===== src/rtl/dff_pipe_pkg.sv =====
// dff_pipe_pkg
//   Shared helpers for the dff_pipe delay line and its checker.
//   clog2p1(n)        : bits needed to hold a count in 0..n (occupancy width).
//   DFF_PIPE_STAGE_T  : macro that declares a packed stage record
//                       {vld, data[DW-1:0]} for a given data width, so each
//                       user can build the stage type from its own parameters.
`ifndef DFF_PIPE_PKG_SV
`define DFF_PIPE_PKG_SV

`define DFF_PIPE_STAGE_T(NAME, DW) \
  typedef struct packed { \
    logic            vld; \
    logic [(DW)-1:0] data; \
  } NAME

package dff_pipe_pkg;

  // Width of a counter spanning 0..n inclusive; never narrower than 1 bit.
  function automatic int clog2p1(input int n);
    return (n < 1) ? 1 : $clog2(n + 1);
  endfunction

endpackage

`endif


===== src/rtl/dff_pipe.sv =====
// dff_pipe
//   Multi-channel register delay line for retiming / latency balancing.
//   DEPTH stages of {valid, CH*W data}; a beat accepted on an enabled edge
//   reaches the outputs after DEPTH enabled edges. Outputs come straight from
//   the last stage register (no combinational input-to-output path).
// Ports
//   clk        rising-edge clock
//   rst_n      asynchronous reset, active low
//   en         advance all stages; 0 holds everything
//   flush      synchronous clear of all stages and occupancy (beats dropped)
//   in_valid   input beat valid
//   in_data    CH channels, channel c at [c*W +: W]
//   out_valid  valid bit of the last stage
//   out_data   data of the last stage
//   occupancy  number of valid stages, 0..DEPTH
module dff_pipe
  import dff_pipe_pkg::*;
#(
  parameter int            W         = 8,
  parameter int            CH        = 1,
  parameter int            DEPTH     = 2,
  parameter logic [W-1:0]  RESET_VAL = '0
) (
  input  logic                        clk,
  input  logic                        rst_n,
  input  logic                        en,
  input  logic                        flush,
  input  logic                        in_valid,
  input  logic [CH*W-1:0]             in_data,
  output logic                        out_valid,
  output logic [CH*W-1:0]             out_data,
  output logic [clog2p1(DEPTH)-1:0]   occupancy
);

  localparam int              DW       = CH * W;
  localparam int              OCC_W    = clog2p1(DEPTH);
  // Every channel slice gets the same reset/flush value.
  localparam logic [DW-1:0]   RST_DATA = {CH{RESET_VAL}};

  `DFF_PIPE_STAGE_T(stage_t, DW);

  localparam stage_t STAGE_RST = '{vld: 1'b0, data: RST_DATA};

  stage_t in_p0;
  assign in_p0 = '{vld: in_valid, data: in_data};

  // Stage array: s[0] takes the input beat, s[i] takes s[i-1]. Data shifts
  // whether or not the beat is valid, exactly like a plain register chain.
  for (genvar i = 0; i < DEPTH; i++) begin : g_stage
    stage_t d;
    stage_t q;

    if (i == 0) begin : g_head
      assign d = in_p0;
    end else begin : g_tail
      assign d = g_stage[i-1].q;
    end

    always_ff @(posedge clk or negedge rst_n) begin
      if (!rst_n) begin
        q <= STAGE_RST;
      end else if (flush) begin
        q <= STAGE_RST;
      end else if (en) begin
        q <= d;
      end
    end
  end

  // Output stage: driven directly from the last stage register.
  logic last_vld;
  assign last_vld  = g_stage[DEPTH-1].q.vld;
  assign out_valid = g_stage[DEPTH-1].q.vld;
  assign out_data  = g_stage[DEPTH-1].q.data;

  // One beat enters and one leaves per enabled edge, so the count only moves
  // when exactly one of them is valid; this keeps it equal to the popcount
  // of the valid bits and inside 0..DEPTH without a saturating adder.
  always_ff @(posedge clk or negedge rst_n) begin
    if (!rst_n) begin
      occupancy <= '0;
    end else if (flush) begin
      occupancy <= '0;
    end else if (en) begin
      if (in_valid && !last_vld) begin
        occupancy <= occupancy + OCC_W'(1);
      end else if (!in_valid && last_vld) begin
        occupancy <= occupancy - OCC_W'(1);
      end
    end
  end

endmodule


===== config.mk =====
export PLATFORM = sky130hd
export DESIGN_NAME = dff_pipe
export DESIGN_NICKNAME = d
export VERILOG_FILES = /design/src/rtl/dff_pipe_pkg.sv /design/src/rtl/dff_pipe.sv
export SDC_FILE = /design/constraint.sdc
export NUM_CORES = 1
export LEC_CHECK = 0
export ABC_AREA = 1
export CAP_MARGIN = 5
export CORE_MARGIN = 8
export CORE_UTILIZATION = 27
export DETAILED_ROUTE_END_ITERATION = 8
export PLACE_DENSITY = 0.52
export SYNTH_ARGS = -nofsm -noshare
export SYNTH_HDL_FRONTEND = slang
export SYNTH_SLANG_ARGS = --single-unit

===== constraint.sdc =====
create_clock -name clk -period 0.8 [get_ports clk]
set_input_delay 0.16 -clock clk [delete_from_list [all_inputs] [get_ports clk]]
set_output_delay 0.16 -clock clk [all_outputs]
set_load 0.03 [all_outputs]

==> metrics.txt <==
status finished with violations; failing checks setup timing; first-pass GRT wire length 3.68 mm; Max IR drop VDD 0.644 mV; chip width 72.9 um; #FFs+latches synth 20; row count 20; Pins Over Slew Limit 0; pwr/cell area 1500 nW/um^2; WL met2 975 um; met3 wire length approximately 170 um; pre-CTS worst setup slack -462 ps; crit-path max FO 4; WP buf/inv 1; Initial Utilization 28.4%; area growth from synthesis to layout 59.1%; layout cell share with drive strength beyond 1 37.3%; Yosys warning total 0; Layout Skew 2.34 ps; endpoints failing hold 0; Mapped Area 875 um^2; port bufs 23; P_leak 0.651 nW; slowest cell delay on critical path 450 ps; die area 5320 um^2; Root Buffer clkbuf_4; H-tree depth 1; vias a little under 800; RSZ-0062 raised after global routing yes; Max clock buf depth 2; vias in the first global route 842; setup ws final -246 ps; min-delay worst type input pin to async pin; Setup-failing EPs final 13; Syn Nets 104; CP Capture Type primary output; share of the clock period used by the worst path 131%; CP max-delay cell dfrtp_2; min Tclk post-route around 1000 ps; Core ar. roughly 3100 um^2; Post-DRT Antenna Nets 0; I/O pins 24; Avg Vias per Cell 4.34; total grt overflow 0; clock sinks 20; Crit Path Category flip-flop to primary output; Slew @ Worst Pin 178 ps; fillers 298; Die H around 73 um; register area share after synthesis a little under three fifths; largest net degree at the start of global routing 21; max-cap violations 0; wire per inst 11.9 um; fin cells 178; drt total wl 2.12 mm; Detailed Routing Iterations Pass 1 4; Clock transition at path regs 110 ps; GPL Wtd Cong 0.689; CTS tree built; CP top delay family flip-flops; Startpoint Class flip-flop; most used cells in the layout excluding fill and tap cells dfrtp_1 (18), nand3_1 (17), o21ai_1 (16); max_slew headroom just under 90%; cell chain of the critical path buf_6; Highest Signal Layer met4; M1 WL 970 um; DP Wirelength around 1.6 mm; gr usage total approximately 8.6%; count of different cell masters after synthesis 15; DRC violations left 0; Worst EP required 640 ps; clk_lat worst skew 290 ps; worst path arrival time 890 ps; initial antenna violation count 0; Antenna Cells 0; highest achievable clock rate ~960 MHz; Syn Inst Count 91; Placed Cells approximately 170; Iteration-0 DRC Markers 19; commonest non-fill, non-tap cell in the layout dfrtp_1; Syn Area/Cell slightly below 10 um^2; Layout Nets ~150; clock buffer count from CTS 3
-- timing repair --
item                                    4_1_cts  5_1_grt
endpoints found under the setup margin       31       17
setup buffers                                10        2
hold endpoints to repair                      0        0
hold buffers                                  0        0
resized for setup                            19        7
pin swaps                                     2        0
-- flip-flops by register name (all words and copies together) (netlist names) --
signal and cells:
g_stage.q 9, out_data 8, occupancy 2, out_valid 1
-- per-stage QoR --
step | total power [mW] | TNS [ps] | util (%) | instance area (um^2) | hold WS, ps
3_5_place_dp | 1.49 | -7810 | 39.5 | 1210 | 503
3_3_place_gp | 1.49 | -7720 | 39.5 | 1210 | 498
5_1_grt | 2.20 | -3320 | 45.2 | 1390 | 195
6_report | 2.09 | -2750 | 45.2 | 1390 | 197
2_1_floorplan | 1.29 | -426 | - | 877 | -136
4_1_cts | 2.11 | -2910 | 44.6 | 1370 | 192
-- metal layers --
layer / global-route usage, % / vias to the layer above
met1: 10.4 / 361
met4: 2.67 / 0
met5: 0 / -
li1: - / 386
met3: 3.16 / 2
met2: 13.7 / 23
-- cells by family after synthesis --
family | share of synthesized area, %
simple gates | 19.9
flops | 57.2
compound gates | 12.4
buf+inv | 10.4
-- power by group --
group	leakage (nW)	total (mW)	internal [mW]	switching (mW)
clock network	0.0210	0.559	0.277	0.282
registers	0.267	1.09	1.06	0.0266
logic	0.363	0.443	0.217	0.226
total	0.651	2.09	1.55	0.535
-- worst paths after layout --
kind                            startpoint         endpoint  slack (ps)  cells past startpoint
setup / recovery                 out_valid        out_valid        -250                      1
hold / removal                       rst_n  g_stage[0].q[1]         200                      2
setup reg to reg                 out_valid     occupancy[0]        -220                      6
hold reg to reg            g_stage[0].q[6]      out_data[6]         530                      2
max in group asynchronous            rst_n        out_valid         460                      2
min in group clk                     flush     occupancy[0]         310                      4
-- cell type report --
type	count	area (um^2)	area share, %
clock buffer	4	36.3	2.61
inverter	15	63.8	4.59
multi-input combinational	53	307	22.0
sequential	20	503	36.2
tap	44	55.1	3.96
timing repair buffer	42	427	30.7
-- Yosys cell counts, drive strengths merged --
cell / n / share of area [%]
a21oi: 1 / 1.9
nand2: 12 / 7.4
dfrtp: 20 / 57
o21ai: 16 / 9.2
inv: 15 / 7.3
o22ai: 2 / 1.4
buf: 3 / 3.1
nor2: 2 / 0.86
nand4: 1 / 0.72
nand3: 19 / 11
No activity file was read; power rests on OpenSTA's default activity.
